[config.mk]
export PLATFORM = sky130hd
export DESIGN_NAME = set_bit_iterator
export DESIGN_NICKNAME = d
export VERILOG_FILES = /design/src/rtl/set_bit_iter_pkg.sv /design/src/rtl/set_bit_iterator_lzc.sv /design/src/rtl/set_bit_iterator.sv
export SDC_FILE = /design/constraint.sdc
export NUM_CORES = 1
export LEC_CHECK = 0
export BUFFER_PORTS_ARGS = -buffer_cell sky130_fd_sc_hd__clkbuf_2
export CAP_MARGIN = 20
export CORE_MARGIN = 2
export CORE_UTILIZATION = 28
export CTS_CLUSTER_DIAMETER = 150
export DETAILED_ROUTE_END_ITERATION = 7
export HOLD_SLACK_MARGIN = 0.08
export PLACE_DENSITY = 0.5
export SLEW_MARGIN = 40
export SYNTH_ARGS = -nofsm -noshare
export SYNTH_HDL_FRONTEND = slang
export SYNTH_SLANG_ARGS = --single-unit
[constraint.sdc]
create_clock -name clk_i -period 6.3 [get_ports clk_i]
set_input_delay 0.63 -clock clk_i [delete_from_list [all_inputs] [get_ports clk_i]]
set_output_delay 0.63 -clock clk_i [all_outputs]
set_load 0.03 [all_outputs]
[src/rtl/set_bit_iter_pkg.sv]
// rtl/set_bit_iter_pkg.sv - shared types and constants for the set-bit iterator
package set_bit_iter_pkg;

    typedef enum logic {IDLE, SCAN} state_e;

    localparam int MODE_LSB_FIRST = 0;
    localparam int MODE_MSB_FIRST = 1;

endpackage

[src/rtl/set_bit_iterator_lzc.sv]
// rtl/set_bit_iterator_lzc.sv - zero counter: trailing zeros (LSB mode) or leading zeros (MSB mode)
module set_bit_iterator_lzc
    import set_bit_iter_pkg::*;
#(
    parameter int WIDTH = 32,
    parameter int MODE  = MODE_LSB_FIRST
) (
    input  logic [WIDTH-1:0]                          in_i,
    output logic [((WIDTH > 1) ? $clog2(WIDTH) : 1)-1:0] cnt_o,
    output logic                                      empty_o
);

    localparam int IDX_WIDTH = (WIDTH > 1) ? $clog2(WIDTH) : 1;

    // Later loop iterations override earlier ones, so the winner is the
    // set bit closest to the scan origin.
    always_comb begin
        cnt_o = '0;
        if (MODE == MODE_LSB_FIRST) begin
            for (int i = WIDTH - 1; i >= 0; i--) begin
                if (in_i[i]) cnt_o = IDX_WIDTH'(i);
            end
        end else begin
            for (int i = 0; i < WIDTH; i++) begin
                if (in_i[i]) cnt_o = IDX_WIDTH'(WIDTH - 1 - i);
            end
        end
    end

    assign empty_o = ~|in_i;

endmodule

[src/rtl/set_bit_iterator.sv]
// rtl/set_bit_iterator.sv - streams the index of every set bit of an accepted vector
module set_bit_iterator
    import set_bit_iter_pkg::*;
#(
    parameter int WIDTH     = 32,
    parameter int MODE      = MODE_LSB_FIRST,
    parameter int IDX_WIDTH = (WIDTH > 1) ? $clog2(WIDTH) : 1,
    parameter int ORD_WIDTH = $clog2(WIDTH + 1)
) (
    input  logic                 clk_i,
    input  logic                 rst_ni,
    input  logic                 flush_i,
    input  logic [WIDTH-1:0]     in_i,
    input  logic                 in_valid_i,
    output logic                 in_ready_o,
    output logic [IDX_WIDTH-1:0] idx_o,
    output logic [ORD_WIDTH-1:0] ord_o,
    output logic                 last_o,
    output logic                 none_o,
    output logic                 out_valid_o,
    input  logic                 out_ready_i
);

    state_e                 state_q, state_d;
    logic [WIDTH-1:0]       pending_q, pending_d;
    logic [ORD_WIDTH-1:0]   ord_q, ord_d;

    logic [IDX_WIDTH-1:0]   cnt;
    logic                   empty;
    logic [IDX_WIDTH-1:0]   sel_idx;
    logic [WIDTH-1:0]       sel_oh;
    logic                   last;
    logic                   beat_hs;
    logic                   accept;

    set_bit_iterator_lzc #(
        .WIDTH (WIDTH),
        .MODE  (MODE)
    ) u_lzc (
        .in_i    (pending_q),
        .cnt_o   (cnt),
        .empty_o (empty)
    );

    always_comb begin
        sel_idx = '0;
        if (!empty) begin
            sel_idx = (MODE == MODE_LSB_FIRST) ? cnt : IDX_WIDTH'(WIDTH - 1) - cnt;
        end
    end

    // An empty vector still produces one beat but must clear nothing.
    assign sel_oh = empty ? '0 : (WIDTH'(1) << sel_idx);
    assign last   = ((pending_q & ~sel_oh) == '0);

    assign out_valid_o = (state_q == SCAN);
    assign beat_hs     = out_valid_o & out_ready_i;
    assign in_ready_o  = !flush_i & ((state_q == IDLE) | (beat_hs & last));
    assign accept      = in_valid_i & in_ready_o;

    assign idx_o  = out_valid_o ? sel_idx : '0;
    assign ord_o  = (out_valid_o && !empty) ? ord_q : '0;
    assign last_o = out_valid_o & last;
    assign none_o = out_valid_o & empty;

    always_comb begin
        state_d   = state_q;
        pending_d = pending_q;
        ord_d     = ord_q;
        if (flush_i) begin
            state_d   = IDLE;
            pending_d = '0;
            ord_d     = '0;
        end else if (accept) begin
            state_d   = SCAN;
            pending_d = in_i;
            ord_d     = '0;
        end else if (beat_hs) begin
            pending_d = pending_q & ~sel_oh;
            ord_d     = ord_q + ORD_WIDTH'(1);
            if (last) state_d = IDLE;
        end
    end

    always_ff @(posedge clk_i or negedge rst_ni) begin
        if (!rst_ni) begin
            state_q   <= IDLE;
            pending_q <= '0;
            ord_q     <= '0;
        end else begin
            state_q   <= state_d;
            pending_q <= pending_d;
            ord_q     <= ord_d;
        end
    end

endmodule

Yosys cells after proc, flatten, opt, wreduce, memory -nomap -nowiden. Cells that the tools add are included.

Bits in registers: 39. Bits of input ports: 37.

Add/subtract/negate cells: 1. Shifts and indexed selects: 1. Muxes and demuxes: 46. Bitwise logic cells: 10. Reduce and logical (&&, ||, !) cells: 8.

Operators with widths (count): $mux 5 (34); $mux 32 (4); $and 32x32->32 (1); $logic_not 32->1 (1); $not 32->32 (1); $reduce_or 32->1 (1); $shl 1x5->32 const A (1); $mux 6 (4); $add 6x1->6 const B (1); $and 1x1->1 (6); $reduce_bool 3->1 (2); $mux 1 (4); $logic_not 1->1 (2); $reduce_and 2->1 (1); $logic_and 1x1->1 (1); $not 1->1 (1); $or 1x1->1 (1).

Longest topological paths before layout. Gate-level depths: netlist of run 1.

Depth after elaboration: 44. Mapped depth: 15. Depth with buffers taken out: 11.

Cells and area by module. From an unflattened synthesis of run 1, not the netlist that was laid out.

Cells, all modules: 356. Area, all modules: 2877.8 µm².

By module, submodules not included: set_bit_iterator (times used 1, cells an instance 291, area each 2492.4 µm², seq. area each 975.9 µm²); set_bit_iterator_lzc (times used 1, cells an instance 65, area each 385.4 µm², seq. area each 0.0 µm²).

Worst setup path before layout of run 1. Ideal clock, no wire load.

Path kind: register to output. From: register pending_q[3]. To: output port last_o. Data arrival time: 3.036 ns. Required time: 5.670 ns. Slack: 2.634 ns. Stages on the path, launching flop included: 11. Buffers on the path: 1. Path through: dfrtp_1 > buf_6 > nor4_2 > nand4_2 > nor3_2 > nand3_1 > nand2b_4 > a2111oi_0 > and4_1 > nand4b_1 > nor3_1.

Longest elaborated chain between the ends: 11.

Ends and longest elaborated chain: from (decl) (RTL line set_bit_iterator.sv:25) `logic [WIDTH-1:0] pending_q, pending_d;`; from (signal assigned) (RTL line set_bit_iterator.sv:92) `pending_q <= pending_d;`; $mux 5 (4 in a row) (RTL line set_bit_iterator_lzc.sv:21) `if (in_i[i]) cnt_o = IDX_WIDTH'(i);`; $mux 5 (RTL line set_bit_iterator.sv:47) `if (!empty) begin`; $shl 1x5->32 (RTL line set_bit_iterator.sv:53) `assign sel_oh = empty ? '0 : (WIDTH'(1) << sel_idx);`; $mux 32 (RTL line set_bit_iterator.sv:53); $not 32->32 (RTL line set_bit_iterator.sv:54) `assign last = ((pending_q & ~sel_oh) == '0);`; $and 32x32->32 (*) (RTL line set_bit_iterator.sv:54); $logic_not 32->1 (*) (RTL line set_bit_iterator.sv:54); $and 1x1->1 (*) (RTL line set_bit_iterator.sv:63) `assign last_o = out_valid_o & last;`; to (decl) (RTL line set_bit_iterator.sv:18) `output logic last_o,`.

Every way passes the cells marked *; elsewhere a longest branch is shown, timed or not.

Worst setup path in the final report of run 1.
From: register pending_q[1]. To: output port last_o.

Longest elaborated chain between the ends: 9.

Ends and longest elaborated chain (RTL line): branches (longest 6 deep; another with $reduce_or 32->1); $and 32x32->32 (*) (set_bit_iterator.sv:54); $logic_not 32->1 (*) (set_bit_iterator.sv:54); $and 1x1->1 (*) (set_bit_iterator.sv:63).

Every way passes the cells marked *.

==> impl_metrics.yaml, run 1 <==
cts:
  numCtsBuffers: 5
  clkLatencyLatePin_ps: 290
  htree_levels: 2
  post_cts_buffers: 0
  cts_tree: "built"
  clock_tree.buffer_depth: 2
  cts-root-buf: "clkbuf_8"
  postCtsHoldBufs: 0
  post_cts_resized: 0
  clkTransAtPathRegs_ps: 80
  clock-sinks: 39
sta:
  timing.fmax_mhz: 200
  slew_headroom_pct: 47.3
  setup_tns_ps: 0
  grt_setup_unrepaired: "false"
  timing.final.ws_setup_ps: 1300
  hold_violations: 0
  finClkSkew_ps: 6.83
  finalCritPeriodShare_pct: 79.3
  fin_crit_ps: 5000
  worstMarginPinSlew_ps: 791
  timing.hold.ws_ps: 348
  setup_viol: 0
  slew_viol_final: 0
setup_path:
  r2r-start: "pending_q[1]"
  start_kind: "flop"
  r2r_cells: 12
  path_max_fanout: 11
  critPathKind: "reg2out"
  rrSetupSlack_ps: 1350
  worst_setup_path_end_kind: "primary output"
  cp.required_ps: 5670
  cp_cell_sequence: "nor4_2 -> nand4_2 -> nor3_2 -> nand3_1 -> nand2b_4 -> a2111oi_0 -> and4_1 -> nand4b_1 -> nor3_1 -> clkbuf_2"
  worst_r2r_endpoint: "pending_q[30]"
  critPathArrivalTime_ps: 4370
  critical_path.max_stage_delay_ps: 690
  slowest_stage: "a2111oi_0"
power_and_ir_drop:
  switchingPower_uw: 310
  p_int_uw: 433
  power_frac_comb_pct: 37.6
  power_density_nw_per_um2: 228
  pwr-share-seq_pct: 39.7
  ir_drop_uv: 94.3
  power_switching_share_pct: 41.7
  p_leak_uw: 0.00144
  p_clk_share_pct: 22.7
worst_hold_path:
  min_path_type: "in2async"
die:
  initial_utilization_pct: 29.0
  die_y_um: 105
  dieWidth_um: 105
  core_um2: 9820
  rows: 36
  ios: 52
  die_area_um2: 11000
synthesis:
  async_reset_ff_share_pct: 100
  ys.warnings.count: 0
  synth_area_per_cell_um2: 8.61
  synth_cell_types: 68
  synth_area_um2: 2850
  ys_ff_latch: 39
  syn_inst: 331
  synth_edf_count: 0
  synth_nets: 369
  synth_top_flop_cell: "dfrtp_1"
  ys_seq_area_share_pct: 34.3
grt:
  grt_pass1_vias: 2860
  grt_max_degree: 40
  grt_first_pass_wirelength_um: 16700
  antenna_found_initial: 0
  grt-ovfl-total: 0
  gr-usage-all-layers_pct: 19.4
final_layout:
  fin_util_pct: 33.1
  area_growth_pct: 14.2
  n_fill_cell: 1077
  final_nets: 410
  drive_gt1_share_pct: 20.1
  diodes: 0
  final_common_cell: "clkbuf_2"
  mostFrequentLayoutCells: "clkbuf_2 (50), dfrtp_1 (39), nor2_1 (25)"
route:
  drt-initial-drc-count: 368
  firstDrtPassIters: 6
  drtAntennaViolNets: 0
  vias: 2955
  routedWlPerCell_um: 20.9
  vias_per_cell: 5.84
  finalWirelength_um: 10600
  drc: 0
placed_design:
  dp_hpwl_um: 7980
  io_buffers: 51
  pre_cts_slack_ps: 1540
  place.gp.congestion: 1.07
flow_run:
  drv_cap: 0
outcome:
  outcome: "finished, final reports clean"
-- flip-flops by register name, summed over array words and instances (netlist names) --
signal / count
ord_q: 6
pending_q: 32
out_valid_o: 1
-- worst max-delay path by stage --
stage	startpoint	endpoint	slack [ps]
6_report	pending_q[1]	last_o	1300
5_1_grt	pending_q[8]	pending_q[30]	1030
4_1_cts	pending_q[1]	last_o	1480
3_5_place_dp	pending_q[1]	ord_q[5]	1540
3_3_place_gp	pending_q[1]	pending_q[18]	1570
2_1_floorplan	pending_q[3]	last_o	2630
-- cell type report --
type | instances | area [µm²] | area share, %
multi-input combinational | 262 | 1720 | 52.7
sequential | 39 | 976 | 30.0
timing repair buffer | 53 | 273 | 8.38
tap | 133 | 166 | 5.12
clock buffer | 7 | 76.3 | 2.35
inverter | 11 | 41.3 | 1.27
clock inverter | 1 | 5.00 | 0.154
-- routing by layer --
metal / track usage [%] / share of wire [%]
met2: 28.8 / 44
met3: 4.18 / 8.0
met1: 28.4 / 46
met4: 5.24 / 1.9
met5: 0 / 0
-- cell usage after synthesis, types with 4 or more instances --
cell type / count / area, µm²
nor2_1: 25 / 93.8
nand3_1: 12 / 60.1
nor4_1: 9 / 56.3
nor3_1: 14 / 70.1
a211oi_1: 4 / 30.0
nand2_1: 24 / 90.1
inv_1: 11 / 41.3
or4_1: 4 / 30.0
and2_1: 11 / 68.8
a21oi_1: 16 / 80.1
o31ai_1: 4 / 30.0
or3_1: 8 / 50.1
o21ai_0: 16 / 80.1
a221o_1: 8 / 80.1
and3_1: 10 / 62.6
clkbuf_1: 10 / 37.5
nand2b_1: 6 / 37.5
a22o_1: 14 / 123
a32o_1: 7 / 70.1
dfrtp_1: 39 / 976
o211ai_1: 6 / 45.0
buf_6: 5 / 56.3
-- power groups by stage --
stage / registers (µW) / logic (µW) / clock network (µW)
2_1_floorplan: 284 / 197 / 0
3_3_place_gp: 299 / 276 / 0
3_5_place_dp: 298 / 271 / 0
4_1_cts: 294 / 272 / 173
5_1_grt: 297 / 301 / 187
6_report: 295 / 279 / 169
-- cell families after synthesis --
kind of cell	share of synthesized area [%]
XOR/XNOR	0.615
flip-flops	34.3
AND/OR/NAND/NOR	29.3
buffers and inverters	5.53
AO/OA/AOI/OAI	29.8
adder cells (fa/ha/maj)	0.439
-- through the flow --
stage               power, µW  instances  cell area [µm²]
finish                    743        506             3250
global route              785        506             3250
CTS                       739        506             3250
detailed placement        569        498             3170
global placement          575        498             3170
floorplan                 481        331             2850
-- worst max-delay path: cells and delay by family (launching register included) --
kind,cells,cell delay [ps]
compound gates,1,690
buf+inv,1,270
flops,1,520
simple gates,8,2580
Power figures use the tool's default switching activity.
==> inputs of run 2 (changes only) <==
clock period = 5.1 ns   (was 6.3 ns; I/O delays follow)
==> impl_metrics.yaml, run 2 (synthesized netlist as in run 1, its figures left out) <==
outcome:
  outcome: "finished, final reports clean"
setup_path:
  cp_cell_sequence: "nor4_2 -> nand4_2 -> nor3_2 -> nand3_1 -> nand2b_4 -> a2111oi_1 -> and4_1 -> nand4b_1 -> nor3_1 -> clkbuf_2"
  critPathArrivalTime_ps: 4230
  cp.required_ps: 4590
  critical_path.max_stage_delay_ps: 550
  crit_buf_inv: 1
  cp_top_family: "simple AND/OR/NAND/NOR gates"
  slowest_stage: "a2111oi_1"
  critPathKind: "reg2out"
  start_kind: "flop"
  path_max_fanout: 11
  worst_setup_path_end_kind: "primary output"
final_layout:
  mostFrequentLayoutCells: "clkbuf_2 (50), dfrtp_1 (39), nor2_1 (25)"
  final_nets: 410
  area_growth_pct: 15.5
  top_register: "pending_q"
  multi_input_area_um2: 1720
  drive_gt1_share_pct: 20.6
  largest_reg_flops: 32
  n_fill_cell: 1088
  final_common_cell: "clkbuf_2"
  fin_cells: 506
  register_area_um2: 976
  diodes: 0
die:
  initial_utilization_pct: 29.0
  rows: 36
  ios: 52
  die_y_um: 105
  die_area_um2: 11000
  dieWidth_um: 105
  core_um2: 9820
sta:
  setup_tns_ps: 0
  fin_crit_ps: 4740
  finClkSkew_ps: 11.1
  grt_setup_unrepaired: "false"
  slew_headroom_pct: 47.7
  setup_viol: 0
  worstMarginPinSlew_ps: 785
  hold_violations: 0
  timing.fmax_mhz: 211
  timing.final.ws_setup_ps: 361
  slew_viol_final: 0
  finalCritPeriodShare_pct: 92.9
route:
  vias_per_cell: 5.97
  drc: 0
  firstDrtPassIters: 4
  drtAntennaViolNets: 0
  vias: 3019
  routedWlPerCell_um: 21.0
  finalWirelength_um: 10600
  drt-initial-drc-count: 359
grt:
  grt_first_pass_wirelength_um: 17100
  antenna_found_initial: 0
  gr-usage-all-layers_pct: 19.7
  grt_max_degree: 40
  grt_pass1_vias: 2982
  grt-ovfl-total: 0
cts:
  clock-sinks: 39
  clock_tree.buffer_depth: 2
  cts_tree: "built"
  clkLatencyLatePin_ps: 310
  htree_levels: 2
  cts-root-buf: "clkbuf_8"
  clkTransAtPathRegs_ps: 90
  numCtsBuffers: 5
power_and_ir_drop:
  p_leak_uw: 0.00146
  power_density_nw_per_um2: 300
  ir_drop_uv: 102
placed_design:
  dp_hpwl_um: 7930
  pre_cts_slack_ps: 752
  dp_cells: 498
  io_buffers: 51
  place.gp.congestion: 0.949
flow_run:
  drv_cap: 0
worst_hold_path:
  min_path_type: "in2async"
[run 2: cell count changes in the layout (fill, tap and decap cells not counted), sizes merged]
cell and delta:
bufinv +1, clkbuf -1
[run 2: layout make-up]
cell class              count  area share (%)
repair buffers             53            8.29
inverters                  11            1.25
flip-flops and latches     39            29.7
well taps                 133            5.06
clock buffers               6            2.51
clock inverters             2            1.06
multi-input cells         262            52.2
[run 2: path summary, 6_finish.rpt]
path,from,endpoint,slack [ps],depth (start not counted)
worst min-delay path,rst_ni,pending_q[1],220,1
max in group asynchronous,rst_ni,pending_q[24],4500,1
worst min register to register,ord_q[5],ord_q[5],530,2
worst max-delay path,pending_q[1],last_o,360,10
worst max register to register,pending_q[1],pending_q[7],700,12
min in group clk_i,in_i[23],pending_q[23],410,2
[run 2: per-stage QoR]
step | cell area [µm²] | hold WS, ps | power [µW] | utilization [%]
2_1_floorplan | 2850 | 214 | 594 | -
3_3_place_gp | 3170 | 501 | 706 | 32.3
3_5_place_dp | 3170 | 521 | 702 | 32.3
4_1_cts | 3290 | 241 | 982 | 33.5
5_1_grt | 3290 | 267 | 1040 | 33.5
6_report | 3290 | 220 | 986 | 33.5
[run 2: where the power goes]
group / switching, µW / leakage, µW / total, µW / internal, µW
registers: 38.7 / 0.000527 / 365 / 326
clock network: 120 / 0.0000612 / 279 / 159
logic: 230 / 0.000869 / 342 / 112
total: 389 / 0.00146 / 986 / 597
[run 2: layer usage]
| metal | vias up | part of all wire (%) | track usage, % |
|---|---|---|---|
| met1 | 1472 | 47 | 28.7 |
| met3 | 23 | 8.0 | 3.62 |
| li1 | 1366 | - | - |
| met5 | - | 0 | 0 |
| met2 | 158 | 43 | 29.5 |
| met4 | 0 | 2.6 | 6.29 |
[run 2: worst register-to-register path, stage by stage, from the launching register on]
cell and delay, ps:
dfrtp_1 540, nor4_2 480, nand4_2 330, nor3_2 440, nand3_1 270, nand2b_4 230, a2111oi_1 550, and4_1 310
nand4b_1 160, o21ai_2 240, and3_1 180, buf_4 380, a221o_1 240
[run 2: timing repair]
item,in CTS,in global routing
resized for setup,0,1
setup buffers,0,0
hold buffers,0,0
endpoints found under the setup margin,0,2
==> inputs of run 3 (changes only) <==
CORE_MARGIN = default   (was 2)
clock period = 5.6 ns   (was 5.1 ns; I/O delays follow)
==> impl_metrics.yaml, run 3 (synthesized netlist as in run 1, its figures left out) <==
power_and_ir_drop:
  p_leak_uw: 0.00146
  power_density_nw_per_um2: 270
  ir_drop_uv: 138
  finalPower_uw: 887
sta:
  setup_tns_ps: 0
  finalCritPeriodShare_pct: 89.3
  setup_viol: 0
  grt_setup_unrepaired: "false"
  slew_viol_final: 0
  finClkSkew_ps: 11.3
  worstMarginPinSlew_ps: 783
  hold_violations: 0
  timing.hold.ws_ps: 266
  fin_crit_ps: 5000
  slew_headroom_pct: 47.8
  timing.fmax_mhz: 200
setup_path:
  r2r_cells: 12
  path_max_fanout: 21
  critPathArrivalTime_ps: 5230
  rrSetupSlack_ps: 600
  worst_r2r_endpoint: "pending_q[27]"
  start_kind: "flop"
  worst_setup_path_end_kind: "flop"
  critPathKind: "reg2reg"
  r2r-start: "pending_q[10]"
  cp.required_ps: 5830
final_layout:
  diodes: 0
  area_growth_pct: 15.5
  final_common_cell: "clkbuf_2"
  mostFrequentLayoutCells: "clkbuf_2 (50), dfrtp_1 (39), nor2_1 (25)"
  top_register: "pending_q"
  fin_util_pct: 33.5
  drive_gt1_share_pct: 20.6
  final_nets: 410
  largest_reg_flops: 32
cts:
  post_cts_resized: 0
  cts_tree: "built"
  clkLatencyLatePin_ps: 300
  cts-root-buf: "clkbuf_8"
  numCtsBuffers: 5
  postCtsHoldBufs: 0
  clkTransAtPathRegs_ps: 80
  clock_tree.buffer_depth: 2
  clock-sinks: 39
  htree_levels: 2
  post_cts_buffers: 0
route:
  finalWirelength_um: 10200
  firstDrtPassIters: 5
  routedWlPerCell_um: 20.1
  drc: 0
  vias_per_cell: 5.81
  drt-initial-drc-count: 358
  vias: 2939
  drtAntennaViolNets: 0
die:
  initial_utilization_pct: 29.0
  ios: 52
  die_y_um: 103
  rows: 36
  dieWidth_um: 103
  die_area_um2: 10600
  core_um2: 9820
worst_hold_path:
  min_path_type: "in2async"
outcome:
  outcome: "finished, final reports clean"
placed_design:
  io_buffers: 51
  dp_hpwl_um: 7760
  place.gp.congestion: 1.02
grt:
  gr-usage-all-layers_pct: 20.0
  grt_max_degree: 40
  grt-ovfl-total: 0
  grt_pass1_vias: 2781
  antenna_found_initial: 0
  grt_first_pass_wirelength_um: 15800
flow_run:
  drv_cap: 0
[run 3: cell count changes in the layout (fill, tap and decap cells not counted)]
cell       previous run  this run
a2111oi_0             0         1
a2111oi_1             1         0
[run 3: area by class of cell]
class | count | area (µm²)
clock buffer | 6 | 82.6
clock inverter | 2 | 35.0
fill | 1086 | 6530
inverter | 11 | 41.3
multi-input combinational | 262 | 1720
sequential | 39 | 976
tap | 133 | 166
timing repair buffer | 53 | 273
[run 3: worst max path at each step]
stage	cells after the start	from	endpoint	slack, ps
final	12	pending_q[10]	pending_q[27]	600
after global routing	12	pending_q[10]	pending_q[27]	460
after CTS	12	pending_q[10]	pending_q[27]	740
after detailed placement	12	pending_q[11]	pending_q[22]	810
after global placement	12	pending_q[11]	pending_q[14]	780
after floorplan	10	pending_q[3]	last_o	2000
[run 3: layer usage]
metal / routed length (µm) / share of wire (%) / track usage, %
met3: 795 / 7.8 / 4.34
met4: 334 / 3.3 / 7.80
met5: 0 / 0 / 0
met2: 4400 / 43 / 30.3
met1: 4640 / 46 / 27.9
[run 3: worst max-delay path, stage by stage, from the launching register on]
cell and delay [ps]:
dfrtp_1 470, nor4_2 510, nand4_2 380, nor3_2 420
nand3_1 290, nand2b_4 230, a2111oi_0 680, and4_1 340
nand4b_1 180, o21ai_2 230, and3_1 610, buf_4 380
a22o_1 190
[run 3: metrics by stage]
| step | instance area [µm²] | setup slack, ps | cells |
|---|---|---|---|
| finish | 3290 | 598 | 506 |
| global route | 3290 | 462 | 506 |
| CTS | 3290 | 737 | 506 |
| detailed placement | 3170 | 807 | 498 |
| global placement | 3170 | 776 | 498 |
| floorplan | 2850 | 2000 | 331 |
[run 3: power by group]
group | switching, µW | total [µW] | internal (µW) | leakage, µW
clock network | 105 | 249 | 144 | 0.0000612
registers | 33.9 | 331 | 297 | 0.000527
logic | 204 | 306 | 102 | 0.000869
total | 343 | 887 | 544 | 0.00146
